--- config.mk ---
export PLATFORM = sky130hd
export DESIGN_NAME = jk_bank_driver
export DESIGN_NICKNAME = d
export VERILOG_FILES = /design/src/rtl/jk_drv_pkg.sv /design/src/rtl/jk_excite.sv /design/src/rtl/jk_bank_driver.sv
export SDC_FILE = /design/constraint.sdc
export NUM_CORES = 1
export LEC_CHECK = 0
export CAP_MARGIN = 40
export CORE_ASPECT_RATIO = 1.2
export CORE_UTILIZATION = 52
export CTS_CLUSTER_SIZE = 16
export DETAILED_ROUTE_END_ITERATION = 7
export PLACE_DENSITY_LB_ADDON = 0.2
export REMOVE_ABC_BUFFERS = 1
export SYNTH_ARGS = -nofsm -noshare
export SYNTH_HDL_FRONTEND = slang
export SYNTH_SLANG_ARGS = --single-unit
--- constraint.sdc ---
create_clock -name clk -period 5.1 [get_ports clk]
set_input_delay 0.765 -clock clk [delete_from_list [all_inputs] [get_ports clk]]
set_output_delay 0.765 -clock clk [all_outputs]
set_load 0.1 [all_outputs]
--- src/rtl/jk_drv_pkg.sv ---
// jk_drv_pkg: shared types and constants for the JK bank driver.
//   state_t     - controller states
//   RSP_*       - response codes reported on rsp_code
//   MODE_*      - command modes carried on cmd_mode
package jk_drv_pkg;

  typedef enum logic [2:0] {
    IDLE,
    DRIVE,
    SETTLE,
    CHECK,
    RESP
  } state_t;

  localparam logic [1:0] RSP_OK              = 2'b00;
  localparam logic [1:0] RSP_RETRY_EXHAUSTED = 2'b01;
  localparam logic [1:0] RSP_QN_BAD          = 2'b10;

  localparam logic MODE_LOAD   = 1'b0;
  localparam logic MODE_TOGGLE = 1'b1;

endpackage

--- src/rtl/jk_excite.sv ---
// jk_excite: combinational J/K excitation for one drive attempt.
//   i_q          current bank Q
//   i_expected   target Q after the drive (load rule)
//   i_mask       toggle mask (toggle rule)
//   i_use_toggle 1 = toggle rule (J=K=mask), 0 = load rule
//   o_j, o_k     J/K values to present to the bank
module jk_excite
  import jk_drv_pkg::*;
#(
  parameter int WIDTH = 8
) (
  input  logic [WIDTH-1:0] i_q,
  input  logic [WIDTH-1:0] i_expected,
  input  logic [WIDTH-1:0] i_mask,
  input  logic             i_use_toggle,
  output logic [WIDTH-1:0] o_j,
  output logic [WIDTH-1:0] o_k
);

  // Load rule only excites bits that differ, so J and K are never both set.
  assign o_j = i_use_toggle ? i_mask : (i_expected & ~i_q);
  assign o_k = i_use_toggle ? i_mask : (~i_expected & i_q);

endmodule

--- src/rtl/jk_bank_driver.sv ---
// jk_bank_driver: write-side controller for an external JK flip-flop bank.
// Accepts LOAD/TOGGLE commands, drives J/K for one cycle per attempt, waits
// for the bank to settle, verifies Q/Qn, retries on mismatch, then responds.
//   clk, rst             clock, synchronous active-high reset
//   cmd_valid/ready      command handshake (ready only in IDLE)
//   cmd_mode, cmd_data   0=LOAD data, 1=TOGGLE bits in data
//   jk_j, jk_k           registered J/K to the bank, zero outside DRIVE
//   jk_q, jk_qn          bank feedback
//   rsp_valid/ready      response handshake, held until consumed
//   rsp_code, rsp_q      result code and Q sampled at final compare
//
// state  | meaning
// IDLE   | waiting for a command, cmd_ready high
// DRIVE  | J/K presented to the bank for one cycle
// SETTLE | J=K=0 for SETTLE_CYCLES before comparing
// CHECK  | compare Q/Qn, choose OK / retry / error
// RESP   | response held until rsp_ready
module jk_bank_driver
  import jk_drv_pkg::*;
#(
  parameter int WIDTH         = 8,
  parameter int SETTLE_CYCLES = 1,
  parameter int MAX_RETRY     = 3
) (
  input  logic             clk,
  input  logic             rst,
  input  logic             cmd_valid,
  output logic             cmd_ready,
  input  logic             cmd_mode,
  input  logic [WIDTH-1:0] cmd_data,
  output logic [WIDTH-1:0] jk_j,
  output logic [WIDTH-1:0] jk_k,
  input  logic [WIDTH-1:0] jk_q,
  input  logic [WIDTH-1:0] jk_qn,
  output logic             rsp_valid,
  input  logic             rsp_ready,
  output logic [1:0]       rsp_code,
  output logic [WIDTH-1:0] rsp_q
);

  localparam int SW = (SETTLE_CYCLES > 1) ? $clog2(SETTLE_CYCLES) : 1;

  state_t           r_state;
  logic [WIDTH-1:0] r_exp;
  logic [WIDTH-1:0] r_j;
  logic [WIDTH-1:0] r_k;
  logic [WIDTH-1:0] r_rsp_q;
  logic [1:0]       r_rsp_code;
  logic             r_rsp_valid;
  logic             r_ready;
  logic [3:0]       r_retry;
  logic [SW-1:0]    r_settle;

  logic [WIDTH-1:0] w_first_exp;
  logic [WIDTH-1:0] w_exc_exp;
  logic             w_in_idle;
  logic             w_use_toggle;
  logic [WIDTH-1:0] w_j;
  logic [WIDTH-1:0] w_k;
  logic             w_qn_bad;
  logic             w_match;

  assign w_first_exp  = (cmd_mode == MODE_TOGGLE) ? (jk_q ^ cmd_data) : cmd_data;
  assign w_in_idle    = (r_state == IDLE);
  // J/K are registered, so they are computed at the edge that enters DRIVE.
  // The bank holds between that edge and the DRIVE cycle, so jk_q is current.
  assign w_exc_exp    = w_in_idle ? w_first_exp : r_exp;
  assign w_use_toggle = w_in_idle && (cmd_mode == MODE_TOGGLE);
  assign w_qn_bad     = (jk_qn != ~jk_q);
  assign w_match      = (jk_q == r_exp);

  jk_excite #(.WIDTH(WIDTH)) u_excite (
    .i_q          (jk_q),
    .i_expected   (w_exc_exp),
    .i_mask       (cmd_data),
    .i_use_toggle (w_use_toggle),
    .o_j          (w_j),
    .o_k          (w_k)
  );

  always_ff @(posedge clk) begin
    if (rst) begin
      r_state     <= IDLE;
      r_exp       <= '0;
      r_j         <= '0;
      r_k         <= '0;
      r_rsp_q     <= '0;
      r_rsp_code  <= RSP_OK;
      r_rsp_valid <= 1'b0;
      r_ready     <= 1'b0;
      r_retry     <= '0;
      r_settle    <= '0;
    end else begin
      r_j <= '0;
      r_k <= '0;
      unique case (r_state)
        IDLE: begin
          if (r_ready && cmd_valid) begin
            r_exp   <= w_first_exp;
            r_j     <= w_j;
            r_k     <= w_k;
            r_ready <= 1'b0;
            r_retry <= '0;
            r_state <= DRIVE;
          end else begin
            r_ready <= 1'b1;
          end
        end
        DRIVE: begin
          r_settle <= SW'(SETTLE_CYCLES - 1);
          r_state  <= SETTLE;
        end
        SETTLE: begin
          if (r_settle == '0) begin
            r_state <= CHECK;
          end else begin
            r_settle <= r_settle - 1'b1;
          end
        end
        CHECK: begin
          r_rsp_q <= jk_q;
          if (w_qn_bad) begin
            r_rsp_code  <= RSP_QN_BAD;
            r_rsp_valid <= 1'b1;
            r_state     <= RESP;
          end else if (w_match) begin
            r_rsp_code  <= RSP_OK;
            r_rsp_valid <= 1'b1;
            r_state     <= RESP;
          end else if (r_retry < 4'(MAX_RETRY)) begin
            r_retry <= (r_retry == 4'hF) ? r_retry : r_retry + 4'd1;
            r_j     <= w_j;
            r_k     <= w_k;
            r_state <= DRIVE;
          end else begin
            r_rsp_code  <= RSP_RETRY_EXHAUSTED;
            r_rsp_valid <= 1'b1;
            r_state     <= RESP;
          end
        end
        RESP: begin
          if (rsp_ready) begin
            r_rsp_valid <= 1'b0;
            r_retry     <= '0;
            r_ready     <= 1'b1;
            r_state     <= IDLE;
          end
        end
        default: r_state <= IDLE;
      endcase
    end
  end

  assign cmd_ready = r_ready;
  assign jk_j      = r_j;
  assign jk_k      = r_k;
  assign rsp_valid = r_rsp_valid;
  assign rsp_code  = r_rsp_code;
  assign rsp_q     = r_rsp_q;

endmodule

== Word level (Yosys, flattened, before mapping) ==
Index checks and enable logic that the tools add are counted.

* Register bits after elaboration: 44
* Bits of input ports: 29
* Output and inout port bits: 28
* Logic and storage cells: 88

* $add $sub $neg: 2
* Order comparisons: 1
* Equal/unequal tests: 16
* Mux-type cells: 41
* Bitwise logic cells: 5
* Reduce and logical (&&, ||, !) cells: 13

{| class="wikitable"
|+ Operator list
! kind !! number
|-
| two-way mux 8 bit || 12
|-
| one-hot mux 8 bit (2 select lines) || 2
|-
| two-way mux 4 bit || 6
|-
| two-way mux 3 bit || 6
|-
| AND 8 bit || 2
|-
| NOT 8 bit || 2
|-
| one-hot mux 3 bit (5 select lines) || 1
|-
| != test 2 bit, second input constant || 6
|-
| one-hot mux 4 bit (3 select lines) || 1
|-
| equality test 8 bit || 1
|-
| != test 8 bit || 1
|-
| XOR 8 bit || 1
|-
| two-way mux 1 bit || 7
|-
| AND reduction 7 bit || 1
|-
| equality test 3 x 2 -> 1 bit, second input constant || 2
|-
| two-way mux 2 bit || 3
|-
| one-hot mux 1 bit (2 select lines) || 3
|-
| AND reduction 2 bit || 3
|-
| AND reduction 3 bit || 2
|-
| nonzero test 2 bit || 3
|-
| adder 4 x 1 -> 4 bit, second input constant || 1
|-
| equality test 4 bit, second input constant || 1
|-
| < comparator 4 x 2 -> 1 bit, second input constant || 1
|-
| != test 4 bit, second input constant || 1
|-
| other kinds (8) || 9
|}

== Depth between registers and ports, before layout ==
Gate-level depths: netlist (run 1).

* Depth in word-level cells: 10
* Gate-level depth with buffers: 7
* Gate-level depth less buffers: 5

== Hierarchy ==
From an unflattened synthesis (run 1), not the netlist that was laid out.

* Cell total of the unflattened synthesis: 267
* Area, all modules: 2225.9 um2

{| class="wikitable"
|+ By module, submodules not included
! module !! instances !! cells each !! area each (um2) !! sequential area each (um2)
|-
| jk_bank_driver || 1 || 225 || 1993.2 || 860.8
|-
| jk_excite || 1 || 42 || 232.7 || 0.0
|}

== Worst setup path before layout (run 1) ==
OpenSTA, ideal clock, no wires.

* Path type: input-to-reg
* From: input port jk_q[4]
* To: register r_k[6], in the netlist jk_k[6]
* Library setup time: 117 ps
* Arrival: 2078 ps
* Required time: 4983 ps
* Slack: 2906 ps
* Cell stages on the path: 7
* Buffers on the path: 2
* Cell sequence: buf_2 -> xor2_1 -> nor4_2 -> a2111oi_4 -> a31oi_4 -> buf_6 -> nor2_2

* Longest elaborated chain between the ends: 4

{| class="wikitable"
|+ RTL lines
! what !! RTL line !! RTL
|-
| from (decl) || jk_bank_driver.sv:33 || <nowiki>input logic [WIDTH-1:0] jk_q,</nowiki>
|-
| equality test 8 bit or NOT 8 bit (tied branches) || jk_bank_driver.sv:70, jk_bank_driver.sv:69 ||
|-
| two-way mux 8 bit or != test 8 bit (tied branches) || jk_bank_driver.sv:126, jk_bank_driver.sv:69 ||
|-
| two-way mux 8 bit * || jk_bank_driver.sv:122 || <nowiki>if (w_qn_bad) begin</nowiki>
|-
| one-hot mux 8 bit (2 select lines) * || jk_bank_driver.sv:96 || <nowiki>unique case (r_state)</nowiki>
|-
| to (signal assigned) || jk_bank_driver.sv:101 || <nowiki>r_k <= w_k;</nowiki>
|-
| to (signal assigned) || jk_bank_driver.sv:133 || <nowiki>r_k <= w_k;</nowiki>
|-
| to (decl) || jk_bank_driver.sv:46 || <nowiki>logic [WIDTH-1:0] r_k;</nowiki>
|}

Mark *: on every way between the ends. The rest lies on a longest branch, timed or not.
A chain may end at the register's enable or synchronous reset.

== Worst setup path in the final report (run 1) ==
* From: input port jk_q[4]
* To: register r_k[0], in the netlist jk_k[0]

The elaborated chain is that of the path after synthesis.

==> impl_metrics.xml, run 1 <==
<?xml version="1.0" encoding="UTF-8"?>
<metrics>
  <group name="outcome">
    <metric name="outcome" unit="">finished, final reports clean</metric>
  </group>
  <group name="worst_setup_path">
    <metric name="max_stage_delay" unit="ns">0.57</metric>
    <metric name="path_max_fanout" unit="">16</metric>
    <metric name="worst_setup_path_end_kind" unit="">flop</metric>
    <metric name="critical_path_arrival" unit="ns">2.83</metric>
    <metric name="required" unit="ns">5.26</metric>
    <metric name="criticalPathCategory" unit="">input port to flop</metric>
    <metric name="crit_slowest_cell" unit="">sky130_fd_sc_hd__a31oi_4</metric>
    <metric name="start_kind" unit="">input port</metric>
    <metric name="cell_chain_of_the_critical_path" unit="">clkdlybuf4s50_1 &gt; xor2_1 &gt; nor4_2 &gt; a2111oi_4 &gt; a31oi_4 &gt; nor2_1</metric>
  </group>
  <group name="routing">
    <metric name="drc" unit="">0</metric>
    <metric name="dr_total_vias" unit="">2042</metric>
    <metric name="drt_pre_antenna_iters" unit="">4</metric>
    <metric name="viasPerCell" unit="">5.416</metric>
    <metric name="avgRoutedWirePerCell" unit="um">14.19</metric>
    <metric name="route.final.wire_length" unit="mm">5.350</metric>
    <metric name="antenna_violating_nets_post_route" unit="">0</metric>
    <metric name="drt-initial-drc-count" unit="">152</metric>
  </group>
  <group name="place">
    <metric name="hpwlAfterDp" unit="mm">3.982</metric>
    <metric name="gp_congestion" unit="">0.8727</metric>
    <metric name="placedInstanceArea" unit="um^2">3052</metric>
    <metric name="port_buffers" unit="">56</metric>
  </group>
  <group name="sta">
    <metric name="setup-tns-final" unit="ns">0</metric>
    <metric name="layout_worst_path_cycle_share" unit="%">52.35</metric>
    <metric name="setup-violations-final" unit="">0</metric>
    <metric name="grt_setup_unrepaired" unit="">no</metric>
    <metric name="relSlewSlack" unit="%">55.83</metric>
    <metric name="max_freq" unit="MHz">374.6</metric>
    <metric name="hold_violations" unit="">0</metric>
    <metric name="fin_crit" unit="ns">2.670</metric>
    <metric name="worst_slew_pin_slew" unit="ns">0.6625</metric>
    <metric name="maxSlewViolCount" unit="">0</metric>
    <metric name="clock_skew_after_layout" unit="ns">0.008603</metric>
  </group>
  <group name="cells_and_area">
    <metric name="design_area" unit="um^2">3139</metric>
    <metric name="multi_input_comb_area" unit="um^2">1126</metric>
    <metric name="n_antenna_cell" unit="">0</metric>
    <metric name="area.sequential" unit="um^2">860.8</metric>
    <metric name="finish.net_count" unit="">355</metric>
    <metric name="synthToLayoutAreaGrowth" unit="%">49.52</metric>
    <metric name="post_route_cells_drive_above_1_share" unit="%">17.23</metric>
    <metric name="nFillCells" unit="">212</metric>
  </group>
  <group name="power">
    <metric name="net-switching-power" unit="mW">0.6110</metric>
    <metric name="report.power.total" unit="mW">1.362</metric>
    <metric name="intPower" unit="mW">0.7509</metric>
    <metric name="comb_power_share" unit="%">52.2</metric>
    <metric name="switching_share" unit="%">44.86</metric>
    <metric name="leakage" unit="nW">1.183</metric>
    <metric name="powerDensity" unit="nW/um^2">433.8</metric>
    <metric name="clock_network_power_share" unit="%">16.0</metric>
    <metric name="share_seq_of_total_power" unit="%">31.8</metric>
    <metric name="vdd_ir_drop_max" unit="mV">0.4994</metric>
  </group>
  <group name="cts">
    <metric name="ctsRootBufferMaster" unit="">sky130_fd_sc_hd__clkbuf_8</metric>
    <metric name="num_cts_buffers" unit="">5</metric>
    <metric name="ctsLongestPathBuffers" unit="">2</metric>
    <metric name="cts.clk_slew.worst_paths" unit="ns">0.08</metric>
    <metric name="cts_num_sinks" unit="">43</metric>
    <metric name="post_cts_buffers" unit="">0</metric>
    <metric name="cts-resized-gates" unit="">0</metric>
    <metric name="clock_insertion_delay_worst_skew" unit="ns">0.29</metric>
    <metric name="cts-htree-levels" unit="">2</metric>
    <metric name="tritoncts" unit="">done</metric>
    <metric name="cts-hold-fix-buffers" unit="">0</metric>
  </group>
  <group name="global_route">
    <metric name="largest_net_degree_at_the_start_of_global_routing" unit="">29</metric>
    <metric name="grt.total_usage" unit="%">26.73</metric>
    <metric name="via_count_of_the_first_global_routing_pass" unit="">1919</metric>
    <metric name="overflow" unit="">0</metric>
    <metric name="grt_pass1_wl" unit="mm">8.673</metric>
    <metric name="initial_antenna_violation_count" unit="">0</metric>
  </group>
  <group name="yosys">
    <metric name="post_synth_inst_count" unit="">253</metric>
    <metric name="synth_largest_area_cell" unit="">sky130_fd_sc_hd__dfxtp_1</metric>
    <metric name="synth-async-reset-ratio" unit="%">0</metric>
    <metric name="fraction_of_post_synthesis_cell_area_in_the_top_cell_type_by_area" unit="%">41.00</metric>
    <metric name="synth.yosys.warnings" unit="">0</metric>
    <metric name="synth_edf_count" unit="">0</metric>
    <metric name="yosys.cell_count.top_type" unit="">sky130_fd_sc_hd__nand2_1</metric>
    <metric name="synth.ff_latch_count" unit="">43</metric>
    <metric name="post_synth_most_frequent_cells" unit="">sky130_fd_sc_hd__nand2_1 (47), sky130_fd_sc_hd__dfxtp_1 (43), sky130_fd_sc_hd__a21oi_1 (31)</metric>
    <metric name="mappedNetlistArea" unit="um^2">2100</metric>
    <metric name="yosysUniqueCellTypes" unit="">35</metric>
    <metric name="synth_sequential_area_ratio" unit="%">41.00</metric>
    <metric name="synth_area_leaders" unit="">sky130_fd_sc_hd__dfxtp_1 (41%), sky130_fd_sc_hd__xor2_1 (10%), sky130_fd_sc_hd__nand2_1 (8.4%)</metric>
    <metric name="synth_ff_type" unit="">sky130_fd_sc_hd__dfxtp_1</metric>
    <metric name="postSynthAreaPerCell" unit="um^2">8.298</metric>
  </group>
  <group name="floorplanning">
    <metric name="std_cell_rows" unit="">24</metric>
    <metric name="dieArea" unit="um^2">4297</metric>
    <metric name="ioPinCount" unit="">57</metric>
    <metric name="dieHeight" unit="um">71.61</metric>
    <metric name="floorplan.initialDensity" unit="%">55.93</metric>
    <metric name="die-width" unit="um">60.01</metric>
    <metric name="core_region_area" unit="um^2">3754</metric>
  </group>
  <group name="flow_run">
    <metric name="max_cap_violations" unit="">0</metric>
  </group>
  <group name="min_path">
    <metric name="hold_class" unit="">flop to flop</metric>
  </group>
</metrics>
## worst paths after layout
path	start	endpoint	slack [ns]	depth (start not counted)
max reg2reg	r_state[2]$_SDFFE_PP0P_	jk_k[0]$_SDFF_PP0_	3.14	4
min	rsp_q[0]$_SDFFE_PP0P_	rsp_q[0]$_SDFFE_PP0P_	0.46	2
min reg2reg	rsp_q[0]$_SDFFE_PP0P_	rsp_q[0]$_SDFFE_PP0P_	0.46	2
max	jk_q[4]	jk_k[0]$_SDFF_PP0_	2.43	6
## power groups by stage
stage          combinational [mW]  clock [mW]  sequential, mW
6_report                    0.711       0.218           0.433
5_1_grt                     0.763       0.232           0.440
4_1_cts                     0.711       0.217           0.432
3_5_place_dp                0.708           0           0.440
3_3_place_gp                0.606           0           0.437
2_1_floorplan               0.304           0           0.593
## state kept, by name (all words and copies together), names as in the netlist
signal / flops
jk_j: 8
jk_k: 8
r_exp: 8
rsp_q: 8
r_retry: 4
r_state: 3
rsp_code: 2
cmd_ready: 1
rsp_valid: 1
## layout by cell type (no fill, tap or decap)
| master | count |
|---|---|
| sky130_fd_sc_hd__nand3b_1 | 1 |
| sky130_fd_sc_hd__o21ba_2 | 1 |
| sky130_fd_sc_hd__buf_4 | 2 |
| sky130_fd_sc_hd__xnor2_1 | 1 |
| sky130_fd_sc_hd__nand4_1 | 2 |
| sky130_fd_sc_hd__nor3_2 | 1 |
| sky130_fd_sc_hd__a211o_1 | 1 |
| sky130_fd_sc_hd__mux2i_1 | 2 |
| sky130_fd_sc_hd__nand2_1 | 47 |
| sky130_fd_sc_hd__a22oi_1 | 8 |
| sky130_fd_sc_hd__nor2_2 | 10 |
| sky130_fd_sc_hd__nor4_2 | 2 |
| sky130_fd_sc_hd__a21o_1 | 1 |
| sky130_fd_sc_hd__clkdlybuf4s50_1 | 56 |
| sky130_fd_sc_hd__or2_2 | 2 |
| sky130_fd_sc_hd__clkbuf_8 | 6 |
| sky130_fd_sc_hd__nor3_1 | 4 |
| sky130_fd_sc_hd__a21oi_1 | 31 |
| sky130_fd_sc_hd__xor2_1 | 24 |
| sky130_fd_sc_hd__o22ai_1 | 8 |
| sky130_fd_sc_hd__a2111oi_4 | 1 |
| sky130_fd_sc_hd__nand3_1 | 1 |
| sky130_fd_sc_hd__a31oi_4 | 1 |
| sky130_fd_sc_hd__and2_1 | 3 |
| sky130_fd_sc_hd__buf_8 | 28 |
| sky130_fd_sc_hd__a211oi_1 | 8 |
| sky130_fd_sc_hd__clkinv_2 | 1 |
| sky130_fd_sc_hd__inv_1 | 1 |
| sky130_fd_sc_hd__ha_1 | 1 |
| sky130_fd_sc_hd__nor2_1 | 18 |
| sky130_fd_sc_hd__or3_1 | 1 |
| sky130_fd_sc_hd__dfxtp_1 | 43 |
| sky130_fd_sc_hd__o21ai_0 | 4 |
| sky130_fd_sc_hd__nand2b_1 | 3 |
| sky130_fd_sc_hd__nor2_4 | 1 |
## through the flow
| stage | hold slack, ns | setup WS (ns) | cells | utilization, % |
|---|---|---|---|---|
| 6_report | 0.4588 | 2.430 | 377 | 83.63 |
| 2_1_floorplan | 0.4418 | 2.983 | 232 | - |
| 3_5_place_dp | 0.4505 | 2.114 | 370 | 81.30 |
| 3_3_place_gp | 0.4431 | 2.207 | 341 | 69.90 |
| 4_1_cts | 0.4641 | 2.427 | 377 | 83.63 |
| 5_1_grt | 0.4853 | 2.301 | 377 | 83.63 |
## logic make-up after synthesis
kind of cell / count (synthesis) / share of synthesized area [%]
AOI/OAI and AO/OA: 64 / 20.02
xor gates and xnor gates: 25 / 10.43
adders and majority gates: 1 / 0.5959
buffers and inverters: 22 / 5.363
DFF: 43 / 41.00
muxes: 2 / 0.9536
and+or+nand+nor: 96 / 21.63
## worst max-delay path: cells and delay by family
| family | cells | cell delay (ns) |
|---|---|---|
| AOI/OAI and AO/OA | 2 | 0.75 |
| and+or+nand+nor | 2 | 0.53 |
| buffers and inverters | 1 | 0.55 |
| xor gates and xnor gates | 1 | 0.23 |
## layer usage
layer / routed length (um) / part of all wire (%) / vias to the layer above / GRT usage [%]
li1: - / - / 1001 / -
met3: 273 / 5.1 / 13 / 3.430
met5: 0 / 0 / - / 0
met1: 2234 / 42 / 954 / 34.71
met4: 108 / 2.0 / 0 / 10.85
met2: 2733 / 51 / 74 / 44.20
## layout make-up
| class | instances | share of cell area [%] |
|---|---|---|
| tap | 52 | 2.073 |
| timing repair buffer | 86 | 31.73 |
| sequential | 43 | 27.42 |
| clock inverter | 1 | 0.1594 |
| inverter | 1 | 0.1196 |
| multi-input combinational | 188 | 35.87 |
| clock buffer | 6 | 2.631 |
Note: power is estimated with default switching activity, not from simulation.
==> inputs of run 2 (changes only) <==
--- a/config.mk
+++ b/config.mk
@@ -7,7 +7,7 @@
 export LEC_CHECK = 0
 export CAP_MARGIN = 40
 export CORE_ASPECT_RATIO = 1.2
-export CORE_UTILIZATION = 52
+export CORE_UTILIZATION = 43
 export CTS_CLUSTER_SIZE = 16
 export DETAILED_ROUTE_END_ITERATION = 7
 export PLACE_DENSITY_LB_ADDON = 0.2
==> constraint.sdc (replaced) <==
create_clock -name clk -period 2.2 [get_ports clk]
set_input_delay 0.33 -clock clk [delete_from_list [all_inputs] [get_ports clk]]
set_output_delay 0.33 -clock clk [all_outputs]
set_load 0.1 [all_outputs]
==> run 2 against run 1 <==
Compared with the run above: combinational power rose by 110%; final area fell by 10%; die area up 20%; sequential share of layout area up 3.2 points; critical path type unchanged.
==> impl_metrics.xml, run 2 (synthesized netlist as in run 1, its figures left out) <==
<?xml version="1.0" encoding="UTF-8"?>
<metrics>
  <group name="outcome">
    <metric name="outcome" unit="">finished, final reports clean</metric>
  </group>
  <group name="cells_and_area">
    <metric name="layout.cells.most_common" unit="">sky130_fd_sc_hd__nand2_1</metric>
    <metric name="layout_common_cells" unit="">sky130_fd_sc_hd__nand2_1 (47), sky130_fd_sc_hd__buf_4 (44), sky130_fd_sc_hd__dfxtp_1 (43)</metric>
    <metric name="n_antenna_cell" unit="">0</metric>
    <metric name="design_area" unit="um^2">2811</metric>
    <metric name="post_route_cells_drive_above_1_share" unit="%">23.00</metric>
    <metric name="synthToLayoutAreaGrowth" unit="%">33.91</metric>
    <metric name="nFillCells" unit="">437</metric>
    <metric name="final_util" unit="%">60.75</metric>
    <metric name="finish.net_count" unit="">342</metric>
  </group>
  <group name="sta">
    <metric name="setup-violations-final" unit="">0</metric>
    <metric name="final_hold_slack" unit="ns">0.4568</metric>
    <metric name="max_freq" unit="MHz">515.2</metric>
    <metric name="grt_setup_unrepaired" unit="">no</metric>
    <metric name="clock_skew_after_layout" unit="ns">0.009257</metric>
    <metric name="fin_crit" unit="ns">1.941</metric>
    <metric name="maxSlewViolCount" unit="">0</metric>
    <metric name="layout_worst_path_cycle_share" unit="%">88.23</metric>
    <metric name="relSlewSlack" unit="%">58.51</metric>
    <metric name="hold_violations" unit="">0</metric>
    <metric name="worst_slew_pin_slew" unit="ns">0.6223</metric>
    <metric name="setup-tns-final" unit="ns">0</metric>
  </group>
  <group name="worst_setup_path">
    <metric name="required" unit="ns">2.38</metric>
    <metric name="cell_chain_of_the_critical_path" unit="">clkdlybuf4s50_1 &gt; xor2_1 &gt; nor4_2 &gt; a2111oi_4 &gt; nand3_1 &gt; mux2i_1</metric>
    <metric name="timing.reg2reg.worst_path_depth" unit="">5</metric>
    <metric name="timing.rr.start" unit="">r_exp[7]$_SDFFE_PP0P_</metric>
    <metric name="start_kind" unit="">input port</metric>
    <metric name="worst_setup_path_end_kind" unit="">flop</metric>
    <metric name="rr_endpoint" unit="">r_retry[0]$_SDFFE_PP0P_</metric>
    <metric name="reg2reg_slack" unit="ns">0.41</metric>
    <metric name="max_stage_delay" unit="ns">0.52</metric>
    <metric name="crit_slowest_cell" unit="">sky130_fd_sc_hd__clkdlybuf4s50_1</metric>
    <metric name="path_max_fanout" unit="">5</metric>
    <metric name="criticalPathCategory" unit="">input port to flop</metric>
    <metric name="critical_path_arrival" unit="ns">2.12</metric>
  </group>
  <group name="cts">
    <metric name="tritoncts" unit="">done</metric>
    <metric name="clock_insertion_delay_worst_skew" unit="ns">0.29</metric>
    <metric name="ctsRootBufferMaster" unit="">sky130_fd_sc_hd__clkbuf_8</metric>
    <metric name="cts_num_sinks" unit="">43</metric>
    <metric name="cts.clk_slew.worst_paths" unit="ns">0.07</metric>
    <metric name="num_cts_buffers" unit="">5</metric>
    <metric name="cts-hold-fix-buffers" unit="">0</metric>
    <metric name="ctsLongestPathBuffers" unit="">2</metric>
    <metric name="cts-resized-gates" unit="">0</metric>
    <metric name="cts-htree-levels" unit="">2</metric>
    <metric name="post_cts_buffers" unit="">0</metric>
  </group>
  <group name="floorplanning">
    <metric name="dieHeight" unit="um">78.55</metric>
    <metric name="std_cell_rows" unit="">27</metric>
    <metric name="die-width" unit="um">65.79</metric>
    <metric name="core_region_area" unit="um^2">4628</metric>
    <metric name="floorplan.initialDensity" unit="%">45.36</metric>
    <metric name="dieArea" unit="um^2">5167</metric>
    <metric name="ioPinCount" unit="">57</metric>
  </group>
  <group name="routing">
    <metric name="drt_pre_antenna_iters" unit="">4</metric>
    <metric name="drt-initial-drc-count" unit="">137</metric>
    <metric name="drc" unit="">0</metric>
    <metric name="avgRoutedWirePerCell" unit="um">13.82</metric>
    <metric name="route.final.wire_length" unit="mm">5.129</metric>
    <metric name="antenna_violating_nets_post_route" unit="">0</metric>
    <metric name="dr_total_vias" unit="">1910</metric>
    <metric name="viasPerCell" unit="">5.148</metric>
  </group>
  <group name="flow_run">
    <metric name="max_cap_violations" unit="">0</metric>
  </group>
  <group name="global_route">
    <metric name="globalRoute.busiestLayer" unit="">met2</metric>
    <metric name="initial_antenna_violation_count" unit="">0</metric>
    <metric name="groute.layer.met2.usage" unit="%">35.20</metric>
    <metric name="grt.total_usage" unit="%">21.41</metric>
    <metric name="largest_net_degree_at_the_start_of_global_routing" unit="">18</metric>
    <metric name="via_count_of_the_first_global_routing_pass" unit="">1819</metric>
    <metric name="grt.met1_usage" unit="%">26.81</metric>
    <metric name="overflow" unit="">0</metric>
    <metric name="grtUsageMet3" unit="%">4.797</metric>
    <metric name="grt_pass1_wl" unit="mm">8.418</metric>
  </group>
  <group name="power">
    <metric name="report.power.total" unit="mW">3.143</metric>
    <metric name="vdd_ir_drop_max" unit="mV">0.7449</metric>
    <metric name="switching_share" unit="%">44.10</metric>
    <metric name="comb_power_share" unit="%">47.9</metric>
    <metric name="leakage" unit="nW">1.131</metric>
    <metric name="share_seq_of_total_power" unit="%">31.8</metric>
    <metric name="clock_network_power_share" unit="%">20.3</metric>
    <metric name="powerDensity" unit="nW/um^2">1118</metric>
    <metric name="net-switching-power" unit="mW">1.386</metric>
    <metric name="intPower" unit="mW">1.757</metric>
  </group>
  <group name="place">
    <metric name="placedInstanceArea" unit="um^2">2694</metric>
    <metric name="gp_congestion" unit="">0.7846</metric>
    <metric name="port_buffers" unit="">56</metric>
    <metric name="hpwlAfterDp" unit="mm">3.728</metric>
  </group>
  <group name="min_path">
    <metric name="whs_path_depth" unit="">2</metric>
    <metric name="hold_class" unit="">flop to flop</metric>
    <metric name="worst_hold_path_ep" unit="">rsp_q[7]$_SDFFE_PP0P_</metric>
    <metric name="min-delay-start" unit="">rsp_q[7]$_SDFFE_PP0P_</metric>
  </group>
</metrics>
-- run 2: area by class of cell --
class	count	area [um^2]	share of cell area, %
multi-input combinational	188	1126	40.05
clock inverter	2	35.03	1.246
inverter	1	3.754	0.1335
sequential	43	860.8	30.62
clock buffer	6	82.58	2.937
timing repair buffer	73	630.6	22.43
tap	58	72.57	2.581
-- run 2: critical path: cells and delay by family --
family,cells,cell delay [ns]
AO/OA/AOI/OAI,1,0.50
AND/OR/NAND/NOR,2,0.36
XOR/XNOR,1,0.22
buffers and inverters,1,0.52
multiplexers,1,0.17
-- run 2: per-layer routing --
metal / wire length, um / vias up
met2: 2516 / 54
met1: 2283 / 879
li1: - / 973
met5: 0 / -
met4: 52 / 0
met3: 276 / 4
-- run 2: worst max-delay path by stage --
stage | from | to | slack [ns] | cells after the start
6_report | jk_q[5] | r_retry[0]$_SDFFE_PP0P_ | 0.26 | 6
5_1_grt | jk_q[5] | r_state[0]$_SDFFE_PP0P_ | 0.15 | 6
4_1_cts | jk_q[5] | r_retry[0]$_SDFFE_PP0P_ | 0.26 | 6
3_5_place_dp | jk_q[7] | r_retry[0]$_SDFFE_PP0P_ | -0.06 | 6
3_3_place_gp | jk_q[7] | r_retry[1]$_SDFFE_PP0P_ | 0.01 | 6
2_1_floorplan | cmd_ready$_SDFFE_PP0P_ | jk_j[0]$_SDFF_PP0_ | 0.25 | 4
-- run 2: stage by stage --
step,worst slack [ns],std cells
2_1_floorplan,0.2466,232
3_3_place_gp,0.01020,363
3_5_place_dp,-0.05671,363
4_1_cts,0.2613,371
5_1_grt,0.1543,371
6_report,0.2590,371
-- run 2: power groups by stage --
stage	Clock (mW)	Combinational [mW]	Sequential [mW]
5_1_grt	0.684	1.63	1.02
4_1_cts	0.649	1.51	0.999
6_report	0.636	1.51	1.00
2_1_floorplan	0	0.704	1.38
3_5_place_dp	0	1.50	1.02
3_3_place_gp	0	1.49	1.01
==> inputs of run 3 (changes only) <==
--- a/config.mk
+++ b/config.mk
@@ -6,7 +6,6 @@
 export NUM_CORES = 1
 export LEC_CHECK = 0
 export CAP_MARGIN = 40
-export CORE_ASPECT_RATIO = 1.2
 export CORE_UTILIZATION = 43
 export CTS_CLUSTER_SIZE = 16
 export DETAILED_ROUTE_END_ITERATION = 7
==> run 3 against run 2 <==
Compared with the run above: worst setup slack worse by 0.098 ns; sequential cell count unchanged; maximum frequency down 4.8%; count of clock-buffer cells in the layout up 2; register-to-register slack worse by 0.08 ns.
==> impl_metrics.xml, run 3 (synthesized netlist as in run 1, its figures left out) <==
<?xml version="1.0" encoding="UTF-8"?>
<metrics>
  <group name="place">
    <metric name="gp_congestion" unit="">0.8168</metric>
    <metric name="hpwlAfterDp" unit="mm">3.784</metric>
    <metric name="place_inst" unit="">373</metric>
    <metric name="port_buffers" unit="">56</metric>
    <metric name="placedInstanceArea" unit="um^2">2713</metric>
  </group>
  <group name="worst_setup_path">
    <metric name="required" unit="ns">2.42</metric>
    <metric name="rr_endpoint" unit="">r_retry[0]$_SDFFE_PP0P_</metric>
    <metric name="reg2reg_slack" unit="ns">0.33</metric>
    <metric name="crit_slowest_cell" unit="">sky130_fd_sc_hd__clkdlybuf4s50_1</metric>
    <metric name="max_stage_delay" unit="ns">0.51</metric>
    <metric name="cell_chain_of_the_critical_path" unit="">clkdlybuf4s50_1 &gt; xor2_1 &gt; nor4_2 &gt; buf_4 &gt; a2111oi_4 &gt; nand3_1 &gt; mux2i_1</metric>
    <metric name="start_kind" unit="">input port</metric>
    <metric name="critical_path_arrival" unit="ns">2.26</metric>
    <metric name="timing.rr.start" unit="">r_exp[5]$_SDFFE_PP0P_</metric>
    <metric name="timing.critical_path.from" unit="">jk_q[5]</metric>
    <metric name="path_max_fanout" unit="">4</metric>
    <metric name="worst_setup_path_end_kind" unit="">flop</metric>
    <metric name="timing.reg2reg.worst_path_depth" unit="">6</metric>
    <metric name="criticalPathCategory" unit="">input port to flop</metric>
  </group>
  <group name="sta">
    <metric name="maxSlewViolCount" unit="">0</metric>
    <metric name="worst_slew_pin_slew" unit="ns">0.6195</metric>
    <metric name="fin_crit" unit="ns">2.039</metric>
    <metric name="grt_setup_unrepaired" unit="">no</metric>
    <metric name="clock_skew_after_layout" unit="ns">0.005638</metric>
    <metric name="final_hold_slack" unit="ns">0.4593</metric>
    <metric name="hold_violations" unit="">0</metric>
    <metric name="setup-violations-final" unit="">0</metric>
    <metric name="layout_worst_path_cycle_share" unit="%">92.68</metric>
    <metric name="relSlewSlack" unit="%">58.70</metric>
    <metric name="setup-tns-final" unit="ns">0</metric>
    <metric name="max_freq" unit="MHz">490.5</metric>
  </group>
  <group name="floorplanning">
    <metric name="dieArea" unit="um^2">5166</metric>
    <metric name="core_region_area" unit="um^2">4723</metric>
    <metric name="dieHeight" unit="um">71.88</metric>
    <metric name="std_cell_rows" unit="">25</metric>
    <metric name="die-width" unit="um">71.88</metric>
    <metric name="floorplan.initialDensity" unit="%">44.45</metric>
    <metric name="ioPinCount" unit="">57</metric>
  </group>
  <group name="cts">
    <metric name="tritoncts" unit="">done</metric>
    <metric name="ctsRootBufferMaster" unit="">sky130_fd_sc_hd__clkbuf_8</metric>
    <metric name="cts-hold-fix-buffers" unit="">0</metric>
    <metric name="num_cts_buffers" unit="">5</metric>
    <metric name="cts.clk_slew.worst_paths" unit="ns">0.08</metric>
    <metric name="ctsLongestPathBuffers" unit="">2</metric>
    <metric name="cts-resized-gates" unit="">0</metric>
    <metric name="cts_num_sinks" unit="">43</metric>
    <metric name="clock_insertion_delay_worst_skew" unit="ns">0.30</metric>
    <metric name="cts-htree-levels" unit="">2</metric>
    <metric name="post_cts_buffers" unit="">0</metric>
  </group>
  <group name="routing">
    <metric name="antenna_violating_nets_post_route" unit="">0</metric>
    <metric name="drt-initial-drc-count" unit="">89</metric>
    <metric name="dr_total_vias" unit="">1918</metric>
    <metric name="drc" unit="">0</metric>
    <metric name="route.final.wire_length" unit="mm">5.118</metric>
    <metric name="drt_pre_antenna_iters" unit="">4</metric>
    <metric name="avgRoutedWirePerCell" unit="um">13.43</metric>
    <metric name="viasPerCell" unit="">5.034</metric>
  </group>
  <group name="global_route">
    <metric name="via_count_of_the_first_global_routing_pass" unit="">1790</metric>
    <metric name="initial_antenna_violation_count" unit="">0</metric>
    <metric name="grt.total_usage" unit="%">21.41</metric>
    <metric name="grt_pass1_wl" unit="mm">8.321</metric>
    <metric name="largest_net_degree_at_the_start_of_global_routing" unit="">24</metric>
    <metric name="overflow" unit="">0</metric>
  </group>
  <group name="cells_and_area">
    <metric name="layout_common_cells" unit="">sky130_fd_sc_hd__nand2_1 (47), sky130_fd_sc_hd__buf_4 (45), sky130_fd_sc_hd__dfxtp_1 (43)</metric>
    <metric name="synthToLayoutAreaGrowth" unit="%">33.97</metric>
    <metric name="finish.net_count" unit="">343</metric>
    <metric name="design_area" unit="um^2">2813</metric>
    <metric name="n_antenna_cell" unit="">0</metric>
    <metric name="layout.cells.most_common" unit="">sky130_fd_sc_hd__nand2_1</metric>
    <metric name="post_route_cells_drive_above_1_share" unit="%">22.93</metric>
    <metric name="nFillCells" unit="">426</metric>
    <metric name="post_layout_nonfiller_instances" unit="">381</metric>
  </group>
  <group name="outcome">
    <metric name="outcome" unit="">finished, final reports clean</metric>
  </group>
  <group name="min_path">
    <metric name="min-delay-start" unit="">rsp_q[2]$_SDFFE_PP0P_</metric>
    <metric name="hold_class" unit="">flop to flop</metric>
    <metric name="worst_hold_path_ep" unit="">rsp_q[2]$_SDFFE_PP0P_</metric>
    <metric name="whs_path_depth" unit="">2</metric>
  </group>
  <group name="power">
    <metric name="powerDensity" unit="nW/um^2">1085</metric>
    <metric name="report.power.total" unit="mW">3.051</metric>
    <metric name="leakage" unit="nW">1.126</metric>
    <metric name="vdd_ir_drop_max" unit="mV">0.5376</metric>
  </group>
  <group name="flow_run">
    <metric name="max_cap_violations" unit="">0</metric>
  </group>
</metrics>
-- run 3: how the worst max path moves through the flow --
stage | endpoint | slack [ns] | depth (start not counted)
final | r_retry[0]$_SDFFE_PP0P_ | 0.16 | 7
after global routing | r_retry[0]$_SDFFE_PP0P_ | 0.09 | 7
after floorplan | jk_j[0]$_SDFF_PP0_ | 0.25 | 4
after detailed placement | r_retry[0]$_SDFFE_PP0P_ | -0.13 | 7
after global placement | r_retry[1]$_SDFFE_PP0P_ | -0.06 | 7
after CTS | r_retry[0]$_SDFFE_PP0P_ | 0.18 | 7
-- run 3: through the flow --
stage	util [%]	worst slack [ns]
2_1_floorplan	-	0.2466
3_3_place_gp	57.43	-0.06169
3_5_place_dp	57.43	-0.1255
4_1_cts	59.55	0.1770
5_1_grt	59.55	0.08738
6_report	59.55	0.1611
-- run 3: worst max-delay path, delay by kind of cell --
kind                      cells  cell delay, ns
xor gates and xnor gates      1            0.25
and+or+nand+nor               2            0.30
AOI/OAI and AO/OA             1            0.49
muxes                         1            0.22
buffers and inverters         2            0.66
-- run 3: power breakdown --
part	internal (mW)	switching, mW
Combinational	0.478	1.02
Clock	0.287	0.266
Sequential	0.895	0.105
Total	1.66	1.39
-- run 3: per-layer routing --
| metal | vias to the layer above | wire, um | global-route usage [%] |
|---|---|---|---|
| met3 | 5 | 203 | 5.485 |
| met1 | 895 | 2405 | 26.20 |
| met5 | - | 0 | 0 |
| met4 | 0 | 56 | 7.407 |
| met2 | 43 | 2452 | 36.48 |
| li1 | 975 | - | - |
-- run 3: cell type report --
| class | count | area (um^2) | area share [%] |
|---|---|---|---|
| multi-input cells | 188 | 1126 | 40.04 |
| inverters | 1 | 3.754 | 0.1335 |
| repair buffers | 74 | 638.1 | 22.69 |
| clock buffers | 8 | 100.1 | 3.559 |
| well taps | 67 | 83.83 | 2.980 |
| flip-flops and latches | 43 | 860.8 | 30.60 |
==> RTL edit: new RTL, config.mk and constraints of run 3 <==
`WIDTH` is set to 8 in 2 places; all go to 7.
--- a/src/rtl/jk_excite.sv
+++ b/src/rtl/jk_excite.sv
@@ -8,5 +8,5 @@
   import jk_drv_pkg::*;
 #(
-  parameter int WIDTH = 8
+  parameter int WIDTH = 7
 ) (
   input  logic [WIDTH-1:0] i_q,
--- a/src/rtl/jk_bank_driver.sv
+++ b/src/rtl/jk_bank_driver.sv
@@ -19,5 +19,5 @@
   import jk_drv_pkg::*;
 #(
-  parameter int WIDTH         = 8,
+  parameter int WIDTH         = 7,
   parameter int SETTLE_CYCLES = 1,
   parameter int MAX_RETRY     = 3
Interface: changed (6 resized); port bits go from 57 to 51. No check against the original RTL was run, so the function may have changed too.
==> RTL edit against run 3 <==
- setup slack better by 0.016 ns
- sequential cell count down 4
- critical endpoint is now jk_j[3]
- area after synthesis down 11%
- largest cell class unchanged
- design area down 10%
- highest routed layer unchanged
- wire length down 11%
Power is not compared: it rests on default switching activity, and its combinational part moved more than twofold at a synthesized area within 25%.
==> RTL edit: results (changes against run 3) <==
source-to-sink clock delay at the later pin of the worst-skew pair 0.29 ns; detailed-route vias per instance 5.20 (+3.3%); R2R Path Start r_exp[3]; Max Clock Skew 0.00885 ns (+0.00321 ns); gpl congestion 0.888 (+8.7%); signal arrival time at the worst endpoint 2.18 ns (-0.08 ns); run status completed; source of the critical timing path jk_q[3]; HPWL after detailed placement 3380 µm (-11%); startpoint of the worst hold path rsp_q[4]; setup slack of the worst register-to-register path 0.36 ns (+0.03 ns); endpoint of the worst hold-timing path rsp_q[4]; wire length of the first global-routing pass 7490 µm (-10%); pre-CTS setup slack -0.176 ns (-0.0504 ns); ratio of cells with drive above 1 in the final layout 20.0% (-2.9 points); warnings from Yosys 0 (unchanged); router iterations before antenna repair 6 (+2); vias in the first global route 1,597 (-11%); number of fillers in the final layout 385 (-9.6%); crit-path max FO 14 (+10); share of synthesized area occupied by flip-flops and latches 41.7% (+0.68 points); total wirelength of the detailed-routed design 4570 µm (-11%); Port-buffer cells 50 (-11%); Layout Nets 316 (-7.9%); Worst path max stage delay 0.57 ns (+0.06 ns); library cell contributing the largest single delay on the critical path sky130_fd_sc_hd__a22oi_2; largest net degree at the start of global routing 15 (-38%); list of most frequent post-synthesis cells sky130_fd_sc_hd__nand2_1, sky130_fd_sc_hd__dfxtp_1, sky130_fd_sc_hd__a21oi_1, sky130_fd_sc_hd__nor2_1, sky130_fd_sc_hd__xor2_1; ranking of synthesized cells by area sky130_fd_sc_hd__dfxtp_1, sky130_fd_sc_hd__xor2_1, sky130_fd_sc_hd__nand2_1; global-route usage over all layers 22.3% (+0.86 points); slack of the critical path 0.177 ns (+0.0159 ns); number of unique standard cell types used by synthesis 34 (-2.9%)
## RTL edit: cell count changes after synthesis, moves of 4 or more
cell,change
sky130_fd_sc_hd__dfxtp_1,-4
sky130_fd_sc_hd__a21oi_1,-4
sky130_fd_sc_hd__xor2_1,-4
sky130_fd_sc_hd__nor2_1,+6
sky130_fd_sc_hd__nor2_2,-10
sky130_fd_sc_hd__nand3_1,+4
sky130_fd_sc_hd__nand2_1,-5
## RTL edit: cell type report
class | instances | area share, %
Multi-Input combinational cell | 170 | 39.3
Sequential cell | 39 | 30.9
Inverter | 1 | 0.148
Timing Repair Buffer | 72 | 23.9
Clock inverter | 1 | 0.198
Tap cell | 50 | 2.47
Clock buffer | 7 | 3.02
## RTL edit: cells by family (layout without fill, tap and decap cells)
| logic type | Yosys count | count (layout) | synth area share (%) |
|---|---|---|---|
| adder cells (fa/ha/maj) | 1 | 1 | 0.668 |
| buffers and inverters | 21 | 81 | 5.21 |
| flip-flops | 39 | 39 | 41.7 |
| AO/OA/AOI/OAI | 56 | 56 | 20.1 |
| XOR/XNOR | 22 | 22 | 10.3 |
| AND/OR/NAND/NOR | 91 | 91 | 22.0 |
## RTL edit: stage by stage
step | util, % | setup TNS (ns) | std cells
6_report | 61.9 | 0 | 340
5_1_grt | 61.9 | 0 | 340
2_1_floorplan | - | 0 | 210
3_5_place_dp | 59.8 | -2.42 | 332
4_1_cts | 61.8 | 0 | 340
3_3_place_gp | 59.8 | -2.11 | 332
## RTL edit: routing by layer
layer  up-vias  track usage (%)  share of wire, %
met5         -                0                 0
met4         0             9.38               1.6
met2        51             35.0                46
met1       810             29.4                47
li1        900                -                 -
met3         7             4.33               6.1
## RTL edit: repair_timing
action	in CTS	in global routing
setup endpoints to repair	0	1
resized for setup	0	1
hold buffers	0	0
